File: config.mk
export PLATFORM = sky130hd
export DESIGN_NAME = stream_extreme_finder
export DESIGN_NICKNAME = d
export VERILOG_FILES = /design/src/rtl/stream_extreme_pkg.sv /design/src/rtl/stream_extreme_finder_cmp_gt.sv /design/src/rtl/stream_extreme_finder.sv
export SDC_FILE = /design/constraint.sdc
export NUM_CORES = 1
export LEC_CHECK = 0
export ABC_AREA = 1
export CELL_PAD_IN_SITES_DETAIL_PLACEMENT = 1
export CELL_PAD_IN_SITES_GLOBAL_PLACEMENT = 1
export CORE_ASPECT_RATIO = 1.75
export CORE_UTILIZATION = 45
export CTS_CLUSTER_SIZE = 8
export DETAILED_ROUTE_END_ITERATION = 7
export GPL_ROUTABILITY_DRIVEN = 0
export PLACE_DENSITY = 0.82
export SETUP_SLACK_MARGIN = 0.5
export SLEW_MARGIN = 5
export SYNTH_ARGS = -nofsm -noshare
export SYNTH_HDL_FRONTEND = slang
export SYNTH_HIERARCHICAL = 1
export SYNTH_SLANG_ARGS = --single-unit
File: constraint.sdc
create_clock -name clk -period 4.3 [get_ports clk]
set_input_delay 0.86 -clock clk [delete_from_list [all_inputs] [get_ports clk]]
set_output_delay 0.86 -clock clk [all_outputs]
set_load 0.03 [all_outputs]
File: src/rtl/stream_extreme_pkg.sv
// Shared definitions for the stream extreme finder.
// Contents:
//   state_t        - controller state encoding (2 bits)
//   MODE_UNSIGNED  - compare mode value for unsigned samples
//   MODE_SIGNED    - compare mode value for two's-complement samples
package stream_extreme_pkg;

  typedef enum logic [1:0] {
    ST_IDLE  = 2'd0,
    ST_FIRST = 2'd1,
    ST_SCAN  = 2'd2,
    ST_DONE  = 2'd3
  } state_t;

  localparam logic MODE_UNSIGNED = 1'b0;
  localparam logic MODE_SIGNED   = 1'b1;

endpackage

File: src/rtl/stream_extreme_finder_cmp_gt.sv
// Combinational greater-than comparator, signed or unsigned.
// Ports:
//   a, b  in  WIDTH  operands
//   mode  in  1      MODE_SIGNED = two's complement, MODE_UNSIGNED = unsigned
//   agtb  out 1      1 when a > b under the selected interpretation
module cmp_gt
  import stream_extreme_pkg::*;
#(
  parameter int WIDTH = 8
) (
  input  logic [WIDTH-1:0] a,
  input  logic [WIDTH-1:0] b,
  input  logic             mode,
  output logic             agtb
);

  localparam int MSB = WIDTH - 1;

  // When the sign bits differ the answer depends only on the mode: an MSB of 1
  // is the larger value when unsigned and the smaller one when signed. With
  // equal MSBs both interpretations reduce to an unsigned compare of the rest.
  always_comb begin
    if (a[MSB] != b[MSB]) begin
      agtb = (mode == MODE_SIGNED) ? ~a[MSB] : a[MSB];
    end else begin
      agtb = (a[MSB-1:0] > b[MSB-1:0]);
    end
  end

endmodule

File: src/rtl/stream_extreme_finder.sv
// Finds the maximum or minimum sample of a burst on a valid/ready stream,
// using one shared comparator at one sample per clock.
// Ports:
//   clk, reset              clock (rising edge), async active-high reset
//   start, len, mode,       burst request; len/mode/find_min are captured
//   find_min                when start is accepted in IDLE
//   s_data, s_valid,        sample stream; a beat moves on s_valid & s_ready
//   s_ready
//   busy                    high from the cycle after start until done, inclusive
//   done, zero_len          one-cycle completion pulse; zero_len marks len==0
//   result, result_idx      extreme value and its 0-based index in the burst
module stream_extreme_finder
  import stream_extreme_pkg::*;
#(
  parameter int WIDTH = 8,
  parameter int CNT_W = 8
) (
  input  logic             clk,
  input  logic             reset,
  input  logic             start,
  input  logic [CNT_W-1:0] len,
  input  logic             mode,
  input  logic             find_min,
  input  logic [WIDTH-1:0] s_data,
  input  logic             s_valid,
  output logic             s_ready,
  output logic             busy,
  output logic             done,
  output logic             zero_len,
  output logic [WIDTH-1:0] result,
  output logic [CNT_W-1:0] result_idx
);

  state_t           state_reg, state_next;
  logic [CNT_W-1:0] len_reg;
  logic             mode_reg;
  logic             find_min_reg;
  logic [CNT_W-1:0] cnt_reg;
  logic [WIDTH-1:0] best_reg, best_next;
  logic [CNT_W-1:0] best_idx_reg, best_idx_next;
  logic [WIDTH-1:0] result_reg;
  logic [CNT_W-1:0] result_idx_reg;
  logic             busy_reg, done_reg, zero_len_reg;

  logic             hs;
  logic             last_beat;
  logic [WIDTH-1:0] cmp_a, cmp_b;
  logic             replace;

  assign s_ready    = (state_reg == ST_FIRST) || (state_reg == ST_SCAN);
  assign busy       = busy_reg;
  assign done       = done_reg;
  assign zero_len   = zero_len_reg;
  assign result     = result_reg;
  assign result_idx = result_idx_reg;

  assign hs        = s_valid && s_ready;
  assign last_beat = (cnt_reg == len_reg - CNT_W'(1));

  // Searching for a minimum is a max search with the operands swapped, so a
  // single comparator serves both targets.
  assign cmp_a = find_min_reg ? best_reg : s_data;
  assign cmp_b = find_min_reg ? s_data   : best_reg;

  cmp_gt #(.WIDTH(WIDTH)) u_cmp (
    .a    (cmp_a),
    .b    (cmp_b),
    .mode (mode_reg),
    .agtb (replace)
  );

  always_comb begin
    state_next    = state_reg;
    best_next     = best_reg;
    best_idx_next = best_idx_reg;
    case (state_reg)
      ST_IDLE: begin
        if (start) begin
          state_next = (len == '0) ? ST_DONE : ST_FIRST;
        end
      end
      ST_FIRST: begin
        if (hs) begin
          best_next     = s_data;
          best_idx_next = '0;
          state_next    = (len_reg == CNT_W'(1)) ? ST_DONE : ST_SCAN;
        end
      end
      ST_SCAN: begin
        if (hs) begin
          // Strict compare: on a tie the earlier index is kept.
          if (replace) begin
            best_next     = s_data;
            best_idx_next = cnt_reg;
          end
          if (last_beat) begin
            state_next = ST_DONE;
          end
        end
      end
      ST_DONE: begin
        state_next = ST_IDLE;
      end
      default: begin
        state_next = ST_IDLE;
      end
    endcase
  end

  always_ff @(posedge clk or posedge reset) begin
    if (reset) begin
      state_reg      <= ST_IDLE;
      len_reg        <= '0;
      mode_reg       <= MODE_UNSIGNED;
      find_min_reg   <= 1'b0;
      cnt_reg        <= '0;
      best_reg       <= '0;
      best_idx_reg   <= '0;
      result_reg     <= '0;
      result_idx_reg <= '0;
      busy_reg       <= 1'b0;
      done_reg       <= 1'b0;
      zero_len_reg   <= 1'b0;
    end else begin
      state_reg    <= state_next;
      best_reg     <= best_next;
      best_idx_reg <= best_idx_next;
      busy_reg     <= (state_next != ST_IDLE);
      done_reg     <= (state_next == ST_DONE);
      zero_len_reg <= (state_reg == ST_IDLE) && start && (len == '0);

      if (state_reg == ST_IDLE && start) begin
        len_reg        <= len;
        mode_reg       <= mode;
        find_min_reg   <= find_min;
        cnt_reg        <= '0;
        result_reg     <= '0;
        result_idx_reg <= '0;
      end

      if (hs) begin
        cnt_reg <= (state_reg == ST_FIRST) ? CNT_W'(1) : cnt_reg + CNT_W'(1);
      end

      // Publish only when the burst actually scanned samples; a zero-length
      // burst keeps the cleared result.
      if (s_ready && state_next == ST_DONE) begin
        result_reg     <= best_next;
        result_idx_reg <= best_idx_next;
      end
    end
  end

endmodule
Yosys cells after proc, flatten, opt, wreduce, memory -nomap -nowiden --
Cells that the tools add are included.
Cells by class: $add $sub $neg 2, $lt $le $gt $ge 1, equality and inequality tests 7, mux-type cells 24, bitwise gates (word level) 1, reductions and logical operators 10
Operator list (number):
- 2-to-1 mux 8 bit | 13
- one-hot mux 8 bit (2 select lines) | 2
- 2-to-1 mux 2 bit | 5
- adder 8 x 1 -> 8 bit (second input constant) | 1
- == test 8 x 1 -> 1 bit (second input constant) | 1
- == test 8 bit | 1
- zero test 8 bit | 1
- one-hot mux 2 bit (4 select lines) | 1
- subtractor 8 x 1 -> 8 bit (second input constant) | 1
- > comparator 7 bit | 1
- == test 2 bit (second input constant) | 3
- nonzero test 2 bit | 3
- logical AND 1 bit | 4
- 2-to-1 mux 1 bit | 3
- == test 2 x 1 -> 1 bit (second input constant) | 1
- zero test 2 bit | 1
- logical OR 1 bit | 1
- inequality test 1 bit | 1
- inverter 1 bit | 1
Word-level totals: bits in registers 55, bits of input ports 22, output and inout bits 20, word-level logic and storage cells 57

Longest topological paths before layout --
word-level depth 8, depth in mapped cells 18, mapped depth without buffers 17

By module --
The synthesis kept the hierarchy.
Modules (own cells, without submodules):
- stream_extreme_finder | instances 1, cells each 355, area an instance 3016.6 um2, seq. area each 1376.3 um2
- cmp_gt | instances 1, cells each 43, area an instance 237.7 um2, seq. area each 0.0 um2

Least setup slack after synthesis --
No wires, ideal clock.
path type input port to flip-flop, start input s_data[6], end register result_reg[1], in the netlist result[1], library setup time 0.119 ns, data arrival time 2.458 ns, required time 4.181 ns, slack 1.723 ns, stages on the path 16, path buffers 0, cell sequence nand2_1 -> o21ai_0 -> inv_1 -> ha_1 -> nand2_1 -> inv_1 -> a21oi_1 -> nand2_1 -> nand2_1 -> nand2_1 -> nand2_2 -> nor2_1 -> nor2_1 -> o32ai_1 -> nand4_1 -> nand2_1
On the way: longest elaborated chain between the ends 7, elaborated cells on any way between the ends 8, classes of those cells 1 x order compare; 7 x mux
RTL lines:
- from (decl) | RTL line stream_extreme_finder.sv:24 | input logic [WIDTH-1:0] s_data,
- 2-to-1 mux 8 bit | RTL line stream_extreme_finder.sv:63 | assign cmp_b = find_min_reg ? s_data : best_reg;
- net cmp_b[6] | RTL line stream_extreme_finder.sv:47 | logic [WIDTH-1:0] cmp_a, cmp_b;
- > comparator 7 bit | RTL line stream_extreme_finder_cmp_gt.sv:26 | agtb = (a[MSB-1:0] > b[MSB-1:0]);
- 2-to-1 mux 1 bit | RTL line stream_extreme_finder_cmp_gt.sv:23 | if (a[MSB] != b[MSB]) begin
- net replace | RTL line stream_extreme_finder.sv:48 | logic replace;
- 2-to-1 mux 8 bit | RTL line stream_extreme_finder.sv:92 | if (replace) begin
- 2-to-1 mux 8 bit | RTL line stream_extreme_finder.sv:90 | if (hs) begin
- one-hot mux 8 bit (2 select lines) | RTL line stream_extreme_finder.sv:76 | case (state_reg)
- net best_next[1] | RTL line stream_extreme_finder.sv:39 | logic [WIDTH-1:0] best_reg, best_next;
- 2-to-1 mux 8 bit | RTL line stream_extreme_finder.sv:147 | if (s_ready && state_next == ST_DONE) begin
- to (signal assigned) | RTL line stream_extreme_finder.sv:148 | result_reg <= best_next;
- to (decl) | RTL line stream_extreme_finder.sv:41 | logic [WIDTH-1:0] result_reg;
The timed path passes the listed nets, and every way through them passes these cells. A chain may end at the register's enable or synchronous reset.

Final worst setup path --
start input s_data[5], end register result_reg[5], in the netlist result[5]
The elaborated chain is that of the path after synthesis.

==> flow_summary.json <==
{
  "status": "finished, final reports clean",
  "hold_violations": 0,
  "rows": 40,
  "grt_max_degree": 38,
  "max-cap-violations": 0,
  "cts_buffer_depth": 2,
  "clkSinkCount": 55,
  "antenna_found_initial": 0,
  "post_cts_resized": 0,
  "cts-htree-levels": 2,
  "die_area_sq_mm": 0.00759,
  "period_needed_ns": 3.47,
  "p_switching_w": 0.00135,
  "cts_hold_buf": 0,
  "cp_max_fo": 10,
  "wl_per_cell_um": 17.3,
  "via_per_inst": 5.53,
  "ys_ff_latch": 55,
  "syn_inst": 398,
  "finalSetupViolations": 0,
  "fillCellCount": 859,
  "slew_headroom_pct": 46.3,
  "ir_drop_mv": 0.468,
  "avgSynthCellArea_sq_um": 8.18,
  "syn_nets": 434,
  "holdCritPathClass": "flop to flop",
  "drive_gt1_share_pct": 11.2,
  "finalCritPeriodShare_pct": 80.7,
  "finalPower_w": 0.00273,
  "drc": 0,
  "crit_type": "primary input to flop",
  "arrival_ns": 3.65,
  "p_seq_share_pct": 30.1,
  "leakagePower_nw": 1.81,
  "rsz0062_at_grt": "false",
  "overflow": 0,
  "swShare_pct": 49.3,
  "cts.reportedPaths.clkPinSlew_ns": 0.07,
  "dp_hpwl_um": 6790,
  "whs_ns": 0.506,
  "fin_tns_setup_ns": 0,
  "post-cts-setup-buffer-count": 0,
  "pwr-share-comb_pct": 54.1,
  "dp.cells": 514,
  "portBuffers": 41,
  "report.final.slew_viol_count": 0,
  "seq_area_frac_synth_pct": 42.3,
  "drt_iter0_drc": 136,
  "critPathLaunchType": "primary input",
  "grt_usage_pct": 26.3,
  "nNetsFinal": 473,
  "diodes": 0,
  "core_area_sq_mm": 0.00691,
  "clock_latency_ns": 0.30,
  "cp-end-kind": "flop",
  "final-instance-count-excl-fill": 522,
  "area_delta_synth_final_pct": 18.3,
  "clock-root-buffer": "clkbuf_16",
  "tightest_slew_ns": 0.805,
  "post-place-ws_ns": 0.511,
  "synth_cell_type_count": 33,
  "drt_pass1_iterations": 4,
  "fin_ws_ns": 0.831,
  "power_per_cell_area_mw_per_mm2": 710,
  "pwr-share-clk_pct": 15.9,
  "fmax_mhz": 288,
  "cts_tree": "yes",
  "die_w_um": 66.3,
  "ant_nets": 0,
  "grt_pass1_vias": 3059,
  "start_util_pct": 47.1,
  "clock_skew_ns": 0.00326,
  "grt_pass1_wl_um": 14800,
  "netlist_area_sq_mm": 0.00325,
  "yosys_warnings": 6,
  "crit_required_ns": 4.49,
  "cts_buffers": 5,
  "io_pins": 42,
  "power.internal_w": 0.00139,
  "vias": 2888,
  "die_y_um": 114,
  "drt-total-wl_um": 9030
}
## synth_stat cells (all sizes together)
cell type | number | share of area, %
inv | 57 | 6.6
nand4 | 17 | 3.7
o22ai | 4 | 0.77
o21ai | 30 | 4.6
a21oi | 10 | 2.0
o32ai | 9 | 2.4
xnor2 | 4 | 1.1
nand3 | 38 | 7.5
nor2 | 25 | 3.1
ha | 14 | 5.4
and3 | 1 | 0.19
buf | 4 | 1.0
mux2 | 4 | 1.4
nor3 | 4 | 0.62
clkbuf | 9 | 2.3
a31oi | 2 | 0.38
dfrtp | 55 | 42
a2111oi | 1 | 0.27
clkinv | 1 | 0.12
nand2 | 99 | 12
nor4 | 2 | 0.38
xor2 | 6 | 1.6
or2 | 2 | 0.38
## per-stage QoR
step           cell area (sq um)  util (%)
3_3_place_gp                3690      53.5
4_1_cts                     3850      55.7
3_5_place_dp                3690      53.5
2_1_floorplan               3250         -
5_1_grt                     3850      55.8
6_report                    3850      55.8
## critical path, cell delays in order
cell             delay, ns
clkdlybuf4s50_1       0.50
nand2_1               0.06
o21ai_0               0.10
inv_1                 0.06
ha_1                  0.27
nand2_1               0.11
inv_1                 0.06
a21oi_1               0.22
nand2_1               0.08
nand2_1               0.07
nand2_1               0.06
nand2_2               0.17
nor2_1                0.08
nor2_1                0.56
o32ai_1               0.21
nand4_1               0.13
nand2_1               0.06
## cell type report
cell class | instances | area (sq um) | share of cell area (%)
flip-flops and latches | 55 | 1380 | 35.8
repair buffers | 45 | 440 | 11.4
multi-input cells | 272 | 1550 | 40.4
clock buffers | 8 | 156 | 4.06
well taps | 84 | 105 | 2.73
inverters | 58 | 218 | 5.65
## metal layers
| layer | share of wire (%) | track usage (%) | routed length [um] | vias to the layer above |
|---|---|---|---|---|
| li1 | - | - | - | 1392 |
| met1 | 38 | 26.9 | 3430 | 1437 |
| met2 | 57 | 51.1 | 5160 | 46 |
| met3 | 2.4 | 3.69 | 218 | 13 |
| met4 | 2.4 | 10.8 | 221 | 0 |
| met5 | 0 | 0 | 0 | - |
## worst paths after layout
path                                     startpoint                        end  slack [ns]  depth (start not counted)
setup / recovery                          s_data[5]      result[5]$_DFFE_PP0P_        0.83                         17
hold / removal                result[6]$_DFFE_PP0P_      result[6]$_DFFE_PP0P_        0.51                          2
setup reg to reg           find_min_reg$_DFFE_PP0P_      result[5]$_DFFE_PP0P_        1.17                         16
hold reg to reg               result[6]$_DFFE_PP0P_      result[6]$_DFFE_PP0P_        0.51                          2
max in group asynchronous                     reset   find_min_reg$_DFFE_PP0P_        2.47                          3
min in group asynchronous                     reset  best_idx_reg[3]$_DFF_PP0_        1.04                          2
## power by group through the flow
stage / Sequential (W) / Clock, W / Combinational (W)
6_report: 0.000821 / 0.000435 / 0.00148
4_1_cts: 0.000822 / 0.000446 / 0.00149
3_3_place_gp: 0.000823 / 0 / 0.00142
2_1_floorplan: 0.000822 / 0 / 0.00109
5_1_grt: 0.000840 / 0.000457 / 0.00166
3_5_place_dp: 0.000830 / 0 / 0.00147
## cell families (layout without fill, tap and decap cells)
group | count (synthesis) | after routing | share of synthesized area (%)
XOR/XNOR | 10 | 10 | 2.69
AND/OR/NAND/NOR | 188 | 188 | 27.8
adder cells (fa/ha/maj) | 14 | 14 | 5.38
AO/OA/AOI/OAI | 56 | 56 | 10.5
buffers and inverters | 71 | 111 | 9.96
multiplexers | 4 | 4 | 1.38
flip-flops | 55 | 55 | 42.3
## placed cells by master (no fill, tap or decap), types with 2 or more instances in the layout
| cell type | netlist | final |
|---|---|---|
| nand2_1 | 93 | 93 |
| o32ai_1 | 9 | 9 |
| clkdlybuf4s50_1 | 0 | 41 |
| o22ai_1 | 4 | 4 |
| ha_1 | 14 | 14 |
| xor2_1 | 6 | 6 |
| nand3_1 | 27 | 27 |
| dfrtp_1 | 55 | 54 |
| mux2_2 | 4 | 4 |
| o21ai_0 | 29 | 29 |
| nand4_1 | 16 | 16 |
| nor3_1 | 4 | 4 |
| xnor2_1 | 4 | 4 |
| nor2_2 | 3 | 3 |
| a31oi_1 | 2 | 2 |
| nand3_2 | 11 | 11 |
| inv_2 | 7 | 8 |
| nand2_2 | 6 | 6 |
| clkbuf_8 | 4 | 2 |
| inv_1 | 50 | 49 |
| a21oi_1 | 8 | 8 |
| nor2_1 | 22 | 22 |
| or2_2 | 2 | 2 |
| nor4_1 | 2 | 2 |
| buf_4 | 0 | 4 |
| clkbuf_16 | 0 | 5 |
Note: power is estimated with default switching activity, not from simulation.
